==> src/rtl/lgdst_ts_pkg.sv <==
// Shared constants and types for the serial MPEG-TS receive path.
package lgdst_ts_pkg;

  localparam int unsigned TS_PKT_LEN   = 188;
  localparam logic [7:0]  TS_SYNC_BYTE = 8'h47;

  typedef enum logic {HUNT, DATA} ts_state_e;

  typedef struct packed {
    logic       sop;
    logic       eop;
    logic [7:0] data;
  } ts_entry_t;

endpackage

==> src/rtl/lgdst_ts_fifo2.sv <==
// Two-entry first-word-fall-through FIFO for assembled TS bytes.
module lgdst_ts_fifo2
  import lgdst_ts_pkg::*;
(
  input  logic      clk,
  input  logic      reset,
  input  logic      wr_en_i,
  input  ts_entry_t wr_data_i,
  input  logic      rd_en_i,
  output ts_entry_t rd_data_o,
  output logic      full_o,
  output logic      empty_o
);

  ts_entry_t  mem_q [2];
  logic       wr_ptr_q, rd_ptr_q;
  logic [1:0] cnt_q;
  logic       wr_ok, rd_ok;

  always_comb begin
    full_o    = (cnt_q == 2'd2);
    empty_o   = (cnt_q == 2'd0);
    wr_ok     = wr_en_i & ~full_o;
    rd_ok     = rd_en_i & ~empty_o;
    rd_data_o = mem_q[rd_ptr_q];
  end

  always_ff @(posedge clk) begin
    if (reset) begin
      mem_q[0] <= '0;
      mem_q[1] <= '0;
      wr_ptr_q <= 1'b0;
      rd_ptr_q <= 1'b0;
      cnt_q    <= '0;
    end else begin
      if (wr_ok) begin
        mem_q[wr_ptr_q] <= wr_data_i;
        wr_ptr_q        <= ~wr_ptr_q;
      end
      if (rd_ok) rd_ptr_q <= ~rd_ptr_q;
      cnt_q <= cnt_q + {1'b0, wr_ok} - {1'b0, rd_ok};
    end
  end

endmodule

==> src/rtl/lgdst_ts_deser.sv <==
// Oversampling serial MPEG-TS deserialiser: locks to packets and emits a
// valid/ready byte stream with SOP/EOP plus error/overflow status.
module lgdst_ts_deser
  import lgdst_ts_pkg::*;
#(
  parameter int unsigned PKT_LEN     = TS_PKT_LEN,
  parameter logic [7:0]  SYNC_BYTE   = TS_SYNC_BYTE,
  parameter logic        SAMPLE_FALL = 1'b1,
  parameter logic        MSB_FIRST   = 1'b1
) (
  input  logic        clk,
  input  logic        reset,
  input  logic        ts_clk,
  input  logic        ts_valid,
  input  logic        ts_sync,
  input  logic        ts_d0,
  output logic [7:0]  out_data,
  output logic        out_sop,
  output logic        out_eop,
  output logic        out_valid,
  input  logic        out_ready,
  output logic        locked,
  output logic        sync_err,
  output logic        ovf,
  output logic [15:0] pkt_cnt,
  output logic [7:0]  err_cnt
);

  localparam int unsigned   BW        = (PKT_LEN > 2) ? $clog2(PKT_LEN) : 1;
  localparam logic [BW-1:0] LAST_BYTE = BW'(PKT_LEN - 1);

  logic [3:0]    in_s1_q, in_s2_q;  // {ts_clk, ts_valid, ts_sync, ts_d0}
  logic          clk_s3_q;
  logic          strobe, take;
  logic          tka_q, syna_q, bita_q, tkb_q, synb_q, bitb_q;
  ts_state_e     state_q, state_d;
  logic [7:0]    shift_q, shift_d, shifted;
  logic [2:0]    bit_cnt_q, bit_cnt_d;
  logic [BW-1:0] byte_cnt_q, byte_cnt_d;
  logic          locked_q, locked_d, sync_err_q, ovf_q;
  logic [15:0]   pkt_cnt_q, pkt_cnt_d;
  logic [7:0]    err_cnt_q, err_cnt_d;
  logic [8:0]    err_sum;
  logic          hunt_hit, early_sync, err_sync, err_ovf, good_pkt, to_hunt;
  logic          wr_en, fifo_full, fifo_empty;
  ts_entry_t     wr_entry, head;

  always_comb begin
    strobe = SAMPLE_FALL ? (clk_s3_q & ~in_s2_q[3]) : (~clk_s3_q & in_s2_q[3]);
    take   = strobe & in_s2_q[2];
  end

  // Two sample-pipeline stages after the edge detector fix the 4-clk
  // ts_clk-edge-to-out_valid latency.
  always_ff @(posedge clk) begin
    if (reset) begin
      in_s1_q  <= '0;
      in_s2_q  <= '0;
      clk_s3_q <= 1'b0;
      tka_q    <= 1'b0;
      syna_q   <= 1'b0;
      bita_q   <= 1'b0;
      tkb_q    <= 1'b0;
      synb_q   <= 1'b0;
      bitb_q   <= 1'b0;
    end else begin
      in_s1_q  <= {ts_clk, ts_valid, ts_sync, ts_d0};
      in_s2_q  <= in_s1_q;
      clk_s3_q <= in_s2_q[3];
      tka_q    <= take;
      syna_q   <= in_s2_q[1];
      bita_q   <= in_s2_q[0];
      tkb_q    <= tka_q;
      synb_q   <= syna_q;
      bitb_q   <= bita_q;
    end
  end

  always_ff @(posedge clk) begin
    if (reset) begin
      state_q    <= HUNT;
      shift_q    <= '0;
      bit_cnt_q  <= '0;
      byte_cnt_q <= '0;
      locked_q   <= 1'b0;
      sync_err_q <= 1'b0;
      ovf_q      <= 1'b0;
      pkt_cnt_q  <= '0;
      err_cnt_q  <= '0;
    end else begin
      state_q    <= state_d;
      shift_q    <= shift_d;
      bit_cnt_q  <= bit_cnt_d;
      byte_cnt_q <= byte_cnt_d;
      locked_q   <= locked_d;
      sync_err_q <= err_sync;
      ovf_q      <= err_ovf;
      pkt_cnt_q  <= pkt_cnt_d;
      err_cnt_q  <= err_cnt_d;
    end
  end

  always_comb begin
    state_d = state_q;
    case (state_q)
      HUNT:    if (hunt_hit) state_d = DATA;
      DATA:    if (to_hunt)  state_d = HUNT;
      default: state_d = HUNT;
    endcase
  end

  always_comb begin
    hunt_hit   = tkb_q & synb_q & (state_q == HUNT);
    early_sync = tkb_q & synb_q & (state_q == DATA) &
                 ((bit_cnt_q != '0) | (byte_cnt_q != '0));
    shifted    = MSB_FIRST ? {shift_q[6:0], bitb_q} : {bitb_q, shift_q[7:1]};
    shift_d    = shift_q;
    bit_cnt_d  = bit_cnt_q;
    byte_cnt_d = byte_cnt_q;
    err_sync   = 1'b0;
    err_ovf    = 1'b0;
    good_pkt   = 1'b0;
    to_hunt    = 1'b0;
    wr_en      = 1'b0;
    if (hunt_hit | early_sync) begin
      // A sync bit always restarts framing as bit 0 of byte 0.
      shift_d    = shifted;
      bit_cnt_d  = 3'd1;
      byte_cnt_d = '0;
      err_sync   = early_sync;
    end else if (tkb_q & (state_q == DATA)) begin
      shift_d = shifted;
      if (bit_cnt_q != 3'd7) begin
        bit_cnt_d = bit_cnt_q + 3'd1;
      end else begin
        bit_cnt_d = '0;
        if ((byte_cnt_q == '0) && (shifted != SYNC_BYTE)) begin
          err_sync = 1'b1;
          to_hunt  = 1'b1;
        end else if (fifo_full) begin
          err_ovf = 1'b1;
          to_hunt = 1'b1;
        end else begin
          wr_en = 1'b1;
          if (byte_cnt_q == LAST_BYTE) begin
            good_pkt = 1'b1;
            to_hunt  = 1'b1;
          end else begin
            byte_cnt_d = byte_cnt_q + BW'(1);
          end
        end
      end
    end

    wr_entry.sop  = (byte_cnt_q == '0);
    wr_entry.eop  = (byte_cnt_q == LAST_BYTE);
    wr_entry.data = shifted;

    locked_d = locked_q;
    if (err_sync | err_ovf) locked_d = 1'b0;
    else if (good_pkt)      locked_d = 1'b1;
    pkt_cnt_d = good_pkt ? pkt_cnt_q + 16'd1 : pkt_cnt_q;
    err_sum   = {1'b0, err_cnt_q} + {8'd0, err_sync} + {8'd0, err_ovf};
    err_cnt_d = err_sum[8] ? 8'hFF : err_sum[7:0];
  end

  lgdst_ts_fifo2 u_fifo (
    .clk       (clk),
    .reset     (reset),
    .wr_en_i   (wr_en),
    .wr_data_i (wr_entry),
    .rd_en_i   (out_ready),
    .rd_data_o (head),
    .full_o    (fifo_full),
    .empty_o   (fifo_empty)
  );

  always_comb begin
    out_data  = head.data;
    out_sop   = head.sop;
    out_eop   = head.eop;
    out_valid = ~fifo_empty;
    locked    = locked_q;
    sync_err  = sync_err_q;
    ovf       = ovf_q;
    pkt_cnt   = pkt_cnt_q;
    err_cnt   = err_cnt_q;
  end

endmodule

==> config.mk <==
export PLATFORM = sky130hd
export DESIGN_NAME = lgdst_ts_deser
export DESIGN_NICKNAME = d
export VERILOG_FILES = /design/src/rtl/lgdst_ts_pkg.sv /design/src/rtl/lgdst_ts_fifo2.sv /design/src/rtl/lgdst_ts_deser.sv
export SDC_FILE = /design/constraint.sdc
export NUM_CORES = 1
export LEC_CHECK = 0
export CAP_MARGIN = 20
export CORE_UTILIZATION = 50
export DETAILED_ROUTE_END_ITERATION = 8
export DONT_BUFFER_PORTS = 1
export GPL_ROUTABILITY_DRIVEN = 0
export PLACE_DENSITY_LB_ADDON = 0.2
export SETUP_SLACK_MARGIN = 0.5
export SLEW_MARGIN = 5
export SYNTH_ARGS = -nofsm -noshare
export SYNTH_HDL_FRONTEND = slang
export SYNTH_SLANG_ARGS = --single-unit
==> constraint.sdc <==
create_clock -name clk -period 3.6 [get_ports clk]
set_clock_uncertainty 0.2 [all_clocks]
set_input_delay 1.08 -clock clk [delete_from_list [all_inputs] [get_ports clk]]
set_output_delay 1.08 -clock clk [all_outputs]
set_load 0.05 [all_outputs]
==> impl_results.html <==
<table>
<tr><th>Metric</th><th>Value</th></tr>
<tr><th colspan="2">Route</th></tr>
<tr><td>Mean routed wirelength per cell</td><td>around 14 um</td></tr>
<tr><td>Final antenna-violating net count</td><td>0</td></tr>
<tr><td>Routed WL</td><td>a little under 7 mm</td></tr>
<tr><td>DRC viols</td><td>0</td></tr>
<tr><td>Via density per instance</td><td>around 5.4</td></tr>
<tr><td>Number of DRC markers after the initial detailed-route iteration</td><td>between 100 and 150</td></tr>
<tr><td>First-pass iteration count of the detailed router</td><td>4</td></tr>
<tr><td>Vias after detailed routing</td><td>approximately 2600</td></tr>
<tr><th colspan="2">Final layout</th></tr>
<tr><td>Leading cell type in the layout, fill and taps excluded</td><td>dfxtp_1</td></tr>
<tr><td>Most frequent cells in the layout</td><td>dfxtp_1, nor2_1, and2_1</td></tr>
<tr><td>Fraction of final layout cells sized beyond drive strength 1</td><td>approximately a fifth</td></tr>
<tr><td>Layout Area Growth over Synthesis</td><td>10.8%</td></tr>
<tr><td>Number of inserted diodes</td><td>0</td></tr>
<tr><td>Post-layout nets</td><td>roughly 400</td></tr>
<tr><td>Final core occ</td><td>between 50% and 60%</td></tr>
<tr><td>Multi-input logic area</td><td>approximately 0.0018 mm2</td></tr>
<tr><td>Fill count</td><td>~630</td></tr>
<tr><td>Sequential cell area</td><td>just under 0.002 mm2</td></tr>
<tr><th colspan="2">Pwr</th></tr>
<tr><td>Switching share of power</td><td>between 20% and 30%</td></tr>
<tr><td>Internal power contribution</td><td>roughly 1.3 mW</td></tr>
<tr><td>Worst ir drop on vdd</td><td>approximately 0.00023 V</td></tr>
<tr><td>Total power divided by cell area</td><td>between 400 and 500 mW/mm2</td></tr>
<tr><td>Combinational share of power</td><td>under 10%</td></tr>
<tr><td>Portion of total power attributed to the clock network</td><td>between 30 and 40%</td></tr>
<tr><td>Psw</td><td>between 0.4 and 0.5 mW</td></tr>
<tr><td>Overall power of the completed layout</td><td>about 1.8 mW</td></tr>
<tr><td>Relative contribution of sequential cells to total power</td><td>57.4%</td></tr>
<tr><td>Leakage power summed over all cells</td><td>about 1.5 nW</td></tr>
<tr><th colspan="2">Floorplan</th></tr>
<tr><td>Number of ports placed on the die boundary</td><td>45</td></tr>
<tr><td>Die footprint</td><td>around 0.008 mm2</td></tr>
<tr><td>Initial core utilization</td><td>51.8%</td></tr>
<tr><td>Die Y-Extent</td><td>roughly 90 um</td></tr>
<tr><td>Width of the chip</td><td>around 90 um</td></tr>
<tr><td>Total core area</td><td>roughly 0.0073 mm2</td></tr>
<tr><td>Placement Rows</td><td>31</td></tr>
<tr><th colspan="2">Hold path</th></tr>
<tr><td>Launch instance of the worst min-delay path</td><td>in_s2_q[3]</td></tr>
<tr><td>Hold WC Path Type</td><td>flip-flop to flip-flop</td></tr>
<tr><th colspan="2">Clock network</th></tr>
<tr><td>CTS sink cnt</td><td>86</td></tr>
<tr><td>CTS tree</td><td>yes</td></tr>
<tr><td>Clock edge transition at the registers on the reported setup and hold paths</td><td>roughly 0.090 ns</td></tr>
<tr><td>Clock latency of the later-clocked register in the worst-skew pair</td><td>around 0.35 ns</td></tr>
<tr><td>Maximum level of the CTS H-tree</td><td>3</td></tr>
<tr><td>Number of buffers added by the clock tree synthesis step</td><td>9</td></tr>
<tr><td>Number of buffers on the longest clock path</td><td>2</td></tr>
<tr><td>Hold buffer count at cts</td><td>0</td></tr>
<tr><td>Root buffer cell</td><td>clkbuf_8</td></tr>
<tr><th colspan="2">Worst setup path</th></tr>
<tr><td>Delay of the slowest cell on the worst path</td><td>approximately 0.42 ns</td></tr>
<tr><td>Combined buffer and inverter count along the critical path</td><td>2</td></tr>
<tr><td>CP max stage cell</td><td>or4_4</td></tr>
<tr><td>Category of the worst setup path capture point</td><td>flip-flop</td></tr>
<tr><td>Arrival time worst endpoint</td><td>between 3 and 4 ns</td></tr>
<tr><td>Cell repeated most along the worst path</td><td>and2_4</td></tr>
<tr><td>Largest delay share family, worst path</td><td>simple AND/OR/NAND/NOR gates</td></tr>
<tr><td>Worst setup path startpoint</td><td>byte_cnt_q[0]</td></tr>
<tr><td>Path type of the worst setup path</td><td>flip-flop to flip-flop</td></tr>
<tr><td>Worst flop-to-flop path startpoint</td><td>byte_cnt_q[0]</td></tr>
<tr><td>Maximum fanout along the worst path</td><td>5</td></tr>
<tr><td>Worst setup SP type</td><td>flip-flop</td></tr>
<tr><td>Worst endpoint required time</td><td>roughly 3.7 ns</td></tr>
<tr><td>Critical path, cell by cell</td><td>inv_2, ha_1, nor3b_2, and2_4, and2_4, or4_4, fa_2, inv_2, ha_4, and3_4, and2_4, nand4_1, a21oi_1</td></tr>
<tr><th colspan="2">Synth</th></tr>
<tr><td>Number of synthesized flops with an enable pin</td><td>20</td></tr>
<tr><td>Mean instance size in the synthesized netlist</td><td>roughly 10 um2</td></tr>
<tr><td>Post-Syn Nets</td><td>382</td></tr>
<tr><td>Ys Warns</td><td>0</td></tr>
<tr><td>Syn Std Cell Area</td><td>0.00376 mm2</td></tr>
<tr><td>Post-Syn Instances</td><td>~370</td></tr>
<tr><td>Number of different library cells in the post-synthesis netlist</td><td>54</td></tr>
<tr><td>Most used flip-flop cell after synthesis</td><td>dfxtp_1</td></tr>
<tr><td>Proportion of register bits with asynchronous set or reset after synthesis</td><td>0%</td></tr>
<tr><td>Fraction of the yosys area taken by sequential cells</td><td>51.2%</td></tr>
<tr><td>Synthesis-stage register bit count</td><td>86</td></tr>
<tr><th colspan="2">Timing</th></tr>
<tr><td>Unrepaired setup endpoints after global routing</td><td>yes</td></tr>
<tr><td>Headroom to the max-slew limit</td><td>40.6%</td></tr>
<tr><td>Sum of negative setup slack</td><td>0 ns</td></tr>
<tr><td>Worst hold-check slack</td><td>roughly 0.22 ns</td></tr>
<tr><td>Number of failing hold endpoints at the final stage</td><td>0</td></tr>
<tr><td>Max frequency</td><td>324 MHz</td></tr>
<tr><td>Number of max-slew violations in the final report</td><td>0</td></tr>
<tr><td>Clock period minus final worst setup slack</td><td>a little over 3 ns</td></tr>
<tr><td>Worst-Margin Slew</td><td>a little under 0.9 ns</td></tr>
<tr><td>Final setup viols</td><td>0</td></tr>
<tr><td>Share of the clock period used by the worst path</td><td>85.8%</td></tr>
<tr><th colspan="2">Run status</th></tr>
<tr><td>Status</td><td>finished, final reports clean</td></tr>
<tr><th colspan="2">Placed design</th></tr>
<tr><td>Count of input and output buffers</td><td>0</td></tr>
<tr><td>Detailed placement HPWL</td><td>between 4 and 5 mm</td></tr>
<tr><th colspan="2">Global route</th></tr>
<tr><td>Antenna violations before repair</td><td>0</td></tr>
<tr><td>GR Util All Layers</td><td>between 10% and 20%</td></tr>
<tr><td>Vias in the first global route</td><td>approximately 2400</td></tr>
<tr><td>Wire length of the first global-routing pass</td><td>about 11 mm</td></tr>
<tr><td>Grt ovf</td><td>0</td></tr>
<tr><td>Pin count of the biggest net entering global routing</td><td>61</td></tr>
<tr><th colspan="2">Run</th></tr>
<tr><td>MaxCap Viol Count</td><td>0</td></tr>
</table>
[synth_stat cells, drive strengths merged (8+ instances only)]
cell | count | share of area [%]
ha | 9 | 3.0
nor3 | 8 | 1.1
mux2i | 8 | 2.1
nor2b | 18 | 3.0
edfxtp | 20 | 16
nand2 | 16 | 1.6
inv | 15 | 1.5
and2 | 25 | 4.2
mux2 | 12 | 3.6
clkbuf | 8 | 0.80
xnor2 | 15 | 3.5
buf | 8 | 1.3
a21oi | 19 | 2.5
nor2 | 36 | 3.8
dfxtp | 66 | 35
nand3 | 12 | 1.6
[cell type report]
cell class,instances,share of cell area (%)
clock buffer,11,3.64
multi-input combinational,248,42.4
sequential,86,46.3
tap,99,2.98
clock inverter,5,0.962
inverter,15,1.35
timing repair buffer,13,2.35
[flip-flops by register name, indices dropped and copies added, names as in the netlist, named ones only]
signal	count
u_fifo.mem_q	20
pkt_cnt	16
byte_cnt_q	8
err_cnt	8
shift_q	7
in_s1_q	4
in_s2_q	4
bit_cnt_q	3
u_fifo.cnt_q	2
bita_q	1
bitb_q	1
clk_s3_q	1
locked	1
ovf	1
state_q	1
syna_q	1
synb_q	1
sync_err	1
tka_q	1
tkb_q	1
u_fifo.rd_ptr_q	1
u_fifo.wr_ptr_q	1
[power by group through the flow]
| stage | clock [mW] | sequential [mW] | combinational (mW) |
|---|---|---|---|
| final | 0.634 | 1.02 | 0.122 |
| after global routing | 0.689 | 1.02 | 0.129 |
| after CTS | 0.651 | 1.02 | 0.123 |
| after detailed placement | 0 | 1.04 | 0.123 |
| after global placement | 0 | 1.04 | 0.122 |
| after floorplan | 0 | 1.03 | 0.126 |
[cell families after synthesis]
logic type / after synthesis / synth area share [%]
AND/OR/NAND/NOR: 158 / 25.0
buffers and inverters: 31 / 3.63
adder cells (fa/ha/maj): 10 / 3.53
AO/OA/AOI/OAI: 42 / 6.80
flip-flops: 86 / 51.2
multiplexers: 20 / 5.73
XOR/XNOR: 18 / 4.20
[layer usage]
| layer | vias to the layer above | global-route usage (%) | wire [um] |
|---|---|---|---|
| li1 | 1288 | - | - |
| met1 | 1193 | 22.6 | 3070 |
| met2 | 60 | 29.5 | 3270 |
| met3 | 13 | 6.06 | 341 |
| met4 | 0 | 7.18 | 123 |
| met5 | - | 0 | 0 |
[final timing paths]
path / endpoint / slack (ns) / cells after the start
min: tka_q / 0.22 / 1
max reg2reg: err_cnt[3] / 0.51 / 13
max: err_cnt[3] / 0.51 / 13
min reg2reg: tka_q / 0.22 / 1
[per-stage QoR]
step / cell area [um2] / instances / worst slack [ns]
after global placement: 3870 / 454 / 0.429
after CTS: 4110 / 475 / 0.503
after detailed placement: 3870 / 454 / 0.347
final: 4160 / 477 / 0.512
after floorplan: 3790 / 365 / 0.504
after global routing: 4160 / 477 / 0.400
[what timing repair did]
| action | 4_1_cts | 5_1_grt |
|---|---|---|
| endpoints found under the setup margin | 7 | 7 |
| resized for setup | 5 | 9 |
| setup buffers | 5 | 2 |
| hold endpoints to repair | 0 | 0 |
| pin swaps | 3 | 2 |
No activity file was read; power rests on OpenSTA's default activity.
